===== config.mk =====
export PLATFORM = sky130hd
export DESIGN_NAME = mult_issue_ctrl
export DESIGN_NICKNAME = d
export VERILOG_FILES = /design/src/rtl/mult_pkg.sv /design/src/rtl/mult_issue_ctrl_chk.sv /design/src/rtl/mult_result_fifo.sv /design/src/rtl/mult_issue_ctrl.sv
export SDC_FILE = /design/constraint.sdc
export NUM_CORES = 1
export LEC_CHECK = 0
export ABC_AREA = 1
export BUFFER_PORTS_ARGS = -buffer_cell sky130_fd_sc_hd__buf_4
export CORE_ASPECT_RATIO = 0.7
export CORE_MARGIN = 2
export CORE_UTILIZATION = 50
export CTS_BUF_LIST = sky130_fd_sc_hd__clkbuf_16
export CTS_CLUSTER_SIZE = 14
export DETAILED_ROUTE_END_ITERATION = 10
export PLACE_DENSITY = 0.79
export SYNTH_ARGS = -nofsm -noshare
export SYNTH_HDL_FRONTEND = slang
export SYNTH_SLANG_ARGS = --single-unit

===== constraint.sdc =====
create_clock -name clock -period 9.3 [get_ports clock]
set_input_delay 1.86 -clock clock [delete_from_list [all_inputs] [get_ports clock]]
set_output_delay 1.86 -clock clock [all_outputs]
set_load 0.005 [all_outputs]

===== src/rtl/mult_pkg.sv =====
// Shared types for the RV32M multiplier issue/completion controller:
// function encoding, operand sign decode and per-stage tag metadata.
package mult_pkg;

    typedef enum logic [1:0] {
        FUNC_MUL    = 2'd0,
        FUNC_MULH   = 2'd1,
        FUNC_MULHSU = 2'd2,
        FUNC_MULHU  = 2'd3
    } mult_func_t;

    // Metadata tag width; the controller's TAG_W is expected to match.
    localparam int META_TAG_W = 6;

    typedef struct packed {
        logic                  occ;
        logic                  live;
        logic                  hi;
        logic [META_TAG_W-1:0] tag;
    } meta_t;

    // bit0 = mcand (rs1) signed, bit1 = mplier (rs2) signed
    function automatic logic [1:0] sign_decode(input mult_func_t func);
        logic [1:0] sign;
        case (func)
            FUNC_MUL:    sign = 2'b00;
            FUNC_MULH:   sign = 2'b11;
            FUNC_MULHSU: sign = 2'b01;
            FUNC_MULHU:  sign = 2'b00;
            default:     sign = 2'b00;
        endcase
        return sign;
    endfunction

endpackage


===== src/rtl/mult_issue_ctrl_chk.sv =====
// Runtime invariants for the multiplier issue controller: the attached
// multiplier's done must line up with tag metadata, and the FIFO never overflows.
module mult_issue_ctrl_chk (
    input logic clock,
    input logic reset_i,
    input logic mult_done_i,
    input logic last_occ_i,
    input logic push_i,
    input logic pop_i,
    input logic full_i
);

    a_done_tracks_occ: assert property (@(posedge clock) disable iff (reset_i)
        mult_done_i == last_occ_i);

    a_no_overflow: assert property (@(posedge clock) disable iff (reset_i)
        !(push_i && full_i && !pop_i));

endmodule


===== src/rtl/mult_result_fifo.sv =====
// Synchronous result FIFO with wrap-around pointers, occupancy count and a
// synchronous clear that discards any same-cycle push or pop.
module mult_result_fifo #(
    parameter int DEPTH = 6,
    parameter int WIDTH = 38,
    localparam int CNT_W = $clog2(DEPTH + 1)
) (
    input  logic             clock,
    input  logic             reset_i,
    input  logic             clear_i,
    input  logic             push_i,
    input  logic [WIDTH-1:0] push_data_i,
    input  logic             pop_i,
    output logic [WIDTH-1:0] head_data_o,
    output logic             empty_o,
    output logic             full_o,
    output logic [CNT_W-1:0] count_o
);
    localparam int PTR_W = (DEPTH > 1) ? $clog2(DEPTH) : 1;

    logic [WIDTH-1:0] mem_q [DEPTH];
    logic [PTR_W-1:0] wr_ptr_q, wr_ptr_d;
    logic [PTR_W-1:0] rd_ptr_q, rd_ptr_d;
    logic [CNT_W-1:0] count_q, count_d;
    logic             empty_s, full_s, do_push_s, do_pop_s;

    function automatic logic [PTR_W-1:0] ptr_inc(input logic [PTR_W-1:0] ptr);
        return (ptr == PTR_W'(DEPTH - 1)) ? {PTR_W{1'b0}} : ptr + PTR_W'(1);
    endfunction

    // Handshake qualification and next pointer/count state
    always_comb begin
        empty_s   = (count_q == {CNT_W{1'b0}});
        full_s    = (count_q == CNT_W'(DEPTH));
        do_pop_s  = pop_i && !empty_s;
        do_push_s = push_i && (!full_s || do_pop_s);
        wr_ptr_d  = do_push_s ? ptr_inc(wr_ptr_q) : wr_ptr_q;
        rd_ptr_d  = do_pop_s ? ptr_inc(rd_ptr_q) : rd_ptr_q;
        case ({do_push_s, do_pop_s})
            2'b10:   count_d = count_q + CNT_W'(1);
            2'b01:   count_d = count_q - CNT_W'(1);
            default: count_d = count_q;
        endcase
    end

    // Pointer and count registers
    always_ff @(posedge clock) begin
        if (reset_i || clear_i) begin
            wr_ptr_q <= {PTR_W{1'b0}};
            rd_ptr_q <= {PTR_W{1'b0}};
            count_q  <= {CNT_W{1'b0}};
        end else begin
            wr_ptr_q <= wr_ptr_d;
            rd_ptr_q <= rd_ptr_d;
            count_q  <= count_d;
        end
    end

    // Storage array; contents are don't-care until written
    always_ff @(posedge clock) begin
        if (do_push_s && !clear_i) begin
            mem_q[wr_ptr_q] <= push_data_i;
        end
    end

    // Head is forced to zero while empty so idle CDB fields read as zero.
    assign head_data_o = empty_s ? {WIDTH{1'b0}} : mem_q[rd_ptr_q];
    assign empty_o     = empty_s;
    assign full_o      = full_s;
    assign count_o     = count_q;

endmodule


===== src/rtl/mult_issue_ctrl.sv =====
// Issue/completion controller for the pipelined RV32M multiplier: decodes sign
// controls, carries tags beside the untagged pipeline and buffers results for the CDB.
module mult_issue_ctrl
    import mult_pkg::*;
#(
    parameter int XLEN      = 32,
    parameter int NUM_STAGE = 4,
    parameter int TAG_W     = 6,
    parameter int DEPTH     = 6
) (
    input  logic              clock,
    input  logic              reset,
    input  logic              flush,
    input  logic              issue_valid,
    output logic              issue_ready,
    input  logic [1:0]        issue_func,
    input  logic [XLEN-1:0]   issue_rs1,
    input  logic [XLEN-1:0]   issue_rs2,
    input  logic [TAG_W-1:0]  issue_tag,
    output logic              mult_start,
    output logic [1:0]        mult_sign,
    output logic [XLEN-1:0]   mult_mcand,
    output logic [XLEN-1:0]   mult_mplier,
    input  logic [2*XLEN-1:0] mult_product,
    input  logic              mult_done,
    output logic              cdb_valid,
    output logic [TAG_W-1:0]  cdb_tag,
    output logic [XLEN-1:0]   cdb_value,
    input  logic              cdb_grant
);
    localparam int CNT_W  = $clog2(DEPTH + 1);
    localparam int CRD_W  = $clog2(DEPTH + NUM_STAGE + 1);
    localparam int DATA_W = TAG_W + XLEN;

    meta_t             meta_q [NUM_STAGE];
    meta_t             meta_d [NUM_STAGE];
    meta_t             last_s;
    logic [CRD_W-1:0]  inflight_s, credit_used_s;
    logic [CNT_W-1:0]  fifo_count_s;
    logic              fire_s, push_s, pop_s, fifo_empty_s, fifo_full_s;
    logic [DATA_W-1:0] push_data_s, head_data_s;

    // Dead (flushed) ops still hold a credit until they leave the pipeline.
    always_comb begin
        inflight_s = {CRD_W{1'b0}};
        for (int i = 0; i < NUM_STAGE; i++) begin
            inflight_s = inflight_s + CRD_W'(meta_q[i].occ);
        end
        credit_used_s = inflight_s + CRD_W'(fifo_count_s);
    end

    assign issue_ready = !reset && !flush && (credit_used_s < CRD_W'(DEPTH));
    assign fire_s      = issue_valid && issue_ready;
    assign mult_start  = fire_s;
    assign mult_sign   = sign_decode(mult_func_t'(issue_func));
    assign mult_mcand  = issue_rs1;
    assign mult_mplier = issue_rs2;

    // Metadata shift: load entry 0 on fire, shift the rest, kill live bits on flush
    always_comb begin
        meta_d[0].occ  = fire_s;
        meta_d[0].live = fire_s;
        meta_d[0].hi   = (issue_func != FUNC_MUL);
        meta_d[0].tag  = META_TAG_W'(issue_tag);
        for (int i = 1; i < NUM_STAGE; i++) begin
            meta_d[i] = meta_q[i-1];
        end
        for (int i = 0; i < NUM_STAGE; i++) begin
            meta_d[i].live = meta_d[i].live && !flush;
        end
    end

    // Metadata registers advance every cycle
    always_ff @(posedge clock) begin
        if (reset) begin
            for (int i = 0; i < NUM_STAGE; i++) begin
                meta_q[i] <= '0;
            end
        end else begin
            meta_q <= meta_d;
        end
    end

    assign last_s      = meta_q[NUM_STAGE-1];
    assign push_s      = mult_done && last_s.live;
    assign pop_s       = cdb_valid && cdb_grant;
    assign push_data_s = {TAG_W'(last_s.tag),
                          last_s.hi ? mult_product[2*XLEN-1:XLEN] : mult_product[XLEN-1:0]};

    mult_result_fifo #(
        .DEPTH (DEPTH),
        .WIDTH (DATA_W)
    ) u_fifo (
        .clock       (clock),
        .reset_i     (reset),
        .clear_i     (flush),
        .push_i      (push_s),
        .push_data_i (push_data_s),
        .pop_i       (pop_s),
        .head_data_o (head_data_s),
        .empty_o     (fifo_empty_s),
        .full_o      (fifo_full_s),
        .count_o     (fifo_count_s)
    );

    assign cdb_valid = !fifo_empty_s;
    assign cdb_tag   = head_data_s[DATA_W-1:XLEN];
    assign cdb_value = head_data_s[XLEN-1:0];

    mult_issue_ctrl_chk u_chk (
        .clock       (clock),
        .reset_i     (reset),
        .mult_done_i (mult_done),
        .last_occ_i  (last_s.occ),
        .push_i      (push_s),
        .pop_i       (pop_s),
        .full_i      (fifo_full_s)
    );

endmodule


==> results.py <==
metrics = {
    "worst_setup_path": {
        "cp_num_buf_inv": 2,
        "crit_family": "simple AND/OR/NAND/NOR gates",
        "crit_fanout": 32,
        "path_class": "in -> out",
        "crit_path_max_incr_delay_ps": 440,
        "reg2reg_depth": 9,
        "endpoint_kind": "primary output",
        "crit_slowest_cell": "nor2_1",
        "startpoint_type": "input port",
        "path_common_cell": "buf_4",
        "worstPathArrival_ps": 3050,
        "r2r_setup_slack_ps": 6880,
        "worstPathRequired_ps": 7440,
        "crit_chain": "buf_4 -> nor2_1 -> nand2_1 -> nor3_1 -> buf_4",
        "rr_startpoint": "meta_d[8]",
        "timing.rr.end": "meta_q[34]",
    },
    "routing": {
        "vias_per_cell": 4.95,
        "drcViolationCount": 0,
        "dr.pass1.iters": 5,
        "drt_iter0_markers": 694,
        "vias": 7798,
        "finalWirelength_mm": 24.2,
        "drtAntennaViolNets": 0,
        "wl_per_cell_um": 15.3,
    },
    "clock_tree": {
        "cts.clk_slew.worst_paths_ps": 60,
        "cts_tree": "built",
        "cts.root.buffer_cell": "clkbuf_16",
        "cts.sinks": 276,
        "cts_buffer_depth": 3,
        "htree_levels": 1,
        "cts_made_buffers": 27,
        "cts_resized": 0,
        "post-cts-setup-buffers": 0,
        "postCtsHoldBufs": 0,
        "insertion_delay_ps": 520,
    },
    "sta": {
        "fmax_ghz": 0.204,
        "setup_viol": 0,
        "setup-tns-final_ps": 0,
        "layout_min_cycle_time_ps": 4910,
        "rsz0062_at_grt": "false",
        "min_period_over_period_pct": 52.8,
        "final_max_slew_viol_count": 0,
        "clock_skew_ps": 9.47,
        "hold_viol_final": 0,
        "max_slew.worst_pin.slew_ps": 1030,
        "slew-limit-headroom_pct": 31.1,
    },
    "layout": {
        "final_cell_mix": "250 x nand2_1, 228 x edfxtp_1, 210 x inv_1",
        "drive_above_1_share_pct": 17.4,
        "nets": 1388,
        "syn2layout_area_growth_pct": 11.5,
        "antennaDiodeCount": 0,
        "final_cells": 1575,
        "final_common_cell": "nand2_1",
        "postLayoutCoreUtil_pct": 57.3,
    },
    "synthesis": {
        "yosysSeqAreaShare_pct": 63.8,
        "yosysTopAreaCellShare_pct": 55.9,
        "synth_cells": 1195,
        "synth_seq_cells": 276,
        "yosys_warnings": 0,
        "synth_area_um2": 12200,
        "synth_cell_types": 23,
        "synth_top_area_cell": "edfxtp_1",
        "synth_area_leaders": "edfxtp_1 56%, dfxtp_1 7.8%, nand2_1 7.7%, inv_1 6.3%, buf_4 4.5%",
        "synth_nets": 1345,
        "synth_area_per_cell_um2": 10.2,
    },
    "global_route": {
        "grtUsageTotal_pct": 18.6,
        "antenna_found_initial": 0,
        "grt_max_degree": 78,
        "grt_pass1_wl_mm": 37.8,
        "grt_pass1_vias": 7468,
        "grt-ovfl-total": 0,
    },
    "placed_design": {
        "portBuffers": 120,
        "dpl.cell_count": 1527,
        "place_congestion": 0.708,
        "dp_hpwl_mm": 13.3,
    },
    "power_and_ir_drop": {
        "power_density_nw_per_um2": 174,
        "vdd.ir_drop.worst_mv": 0.138,
        "leakage_nw": 5.84,
    },
    "worst_hold_path": {
        "hp-start": "meta_d[21]",
        "hold_path.class": "reg -> reg",
        "hold_depth": 2,
        "min_to": "meta_d[12]",
    },
    "floorplanning": {
        "die_area_um2": 25800,
        "ios": 249,
        "start_util_pct": 51.4,
        "die_h_um": 135,
        "die-width_um": 191,
        "rows": 47,
        "core_um2": 23800,
    },
    "flow_run": {
        "drv_cap": 0,
    },
    "outcome": {
        "status": "finished clean",
    },
}
[Yosys cell counts, drive strengths merged]
cell,count
nor3,5
mux2,32
nor2,120
nand3,87
edfxtp,228
nand2,250
nand4,1
inv,208
dfxtp,48
clkbuf,15
o21ai,43
ha,5
a21oi,47
or2,1
fa,3
buf,102
[metal layers]
metal / wire, um / GRT usage [%] / share of wire, %
met5: 0 / 0 / 0
met4: 423 / 3.79 / 1.8
met3: 1640 / 3.69 / 6.8
met2: 11500 / 31.4 / 47
met1: 10600 / 25.2 / 44
[flip-flops by register name, summed over array words and instances (netlist names), named ones only]
register	cells
last_s	9
meta_d	24
meta_q	3
u_fifo.count_o	3
u_fifo.mem_q	228
u_fifo.rd_ptr_q	3
u_fifo.wr_ptr_q	3
[logic make-up after synthesis]
kind of cell	after synthesis	share of synthesized area, %
DFF	276	63.8
buffers and inverters	325	13.0
AOI/OAI and AO/OA	90	3.99
adders and majority gates	8	1.00
muxes	32	2.94
and+or+nand+nor	464	15.2
[worst max-delay path by stage]
stage / from / endpoint / slack (ps) / depth (start not counted)
finish: reset / mult_start / 4390 / 5
global route: reset / mult_start / 4200 / 5
CTS: reset / mult_start / 4350 / 5
detailed placement: reset / mult_start / 4370 / 5
global placement: reset / mult_start / 4330 / 5
floorplan: cdb_grant / u_fifo.mem_q[1][0] / 4090 / 4
[metrics by stage]
| stage | setup slack (ps) | hold WS [ps] | power, W | instance area (um2) |
|---|---|---|---|---|
| 2_1_floorplan | 4090 | 388 | 0.00142 | 12200 |
| 3_3_place_gp | 4330 | 382 | 0.00143 | 12900 |
| 3_5_place_dp | 4370 | 396 | 0.00143 | 12900 |
| 4_1_cts | 4350 | 404 | 0.00239 | 13600 |
| 5_1_grt | 4200 | 417 | 0.00244 | 13600 |
| 6_report | 4390 | 400 | 0.00237 | 13600 |
[tightest hold or removal path, delay by kind of cell (launching register included)]
family,cells,cell delay [ps]
simple gates,1,30
buf+inv,1,40
flops,1,290
[where the power goes]
| group | leakage (nW) | internal, W | switching, W |
|---|---|---|---|
| clock | 0.413 | 0.000540 | 0.000428 |
| combinational | 2.98 | 0.0000321 | 0.0000261 |
| sequential | 2.45 | 0.00134 | 0.00000335 |
| total | 5.84 | 0.00191 | 0.000457 |
[layout make-up]
cell class / instances / area [um2]
tap: 318 / 398
clock inverter: 20 / 87.6
inverter: 208 / 781
clock buffer: 28 / 701
multi-input combinational: 594 / 2880
sequential: 276 / 7810
timing repair buffer: 131 / 983
fill: 1976 / 10200
(Power assumes the default switching activity.)
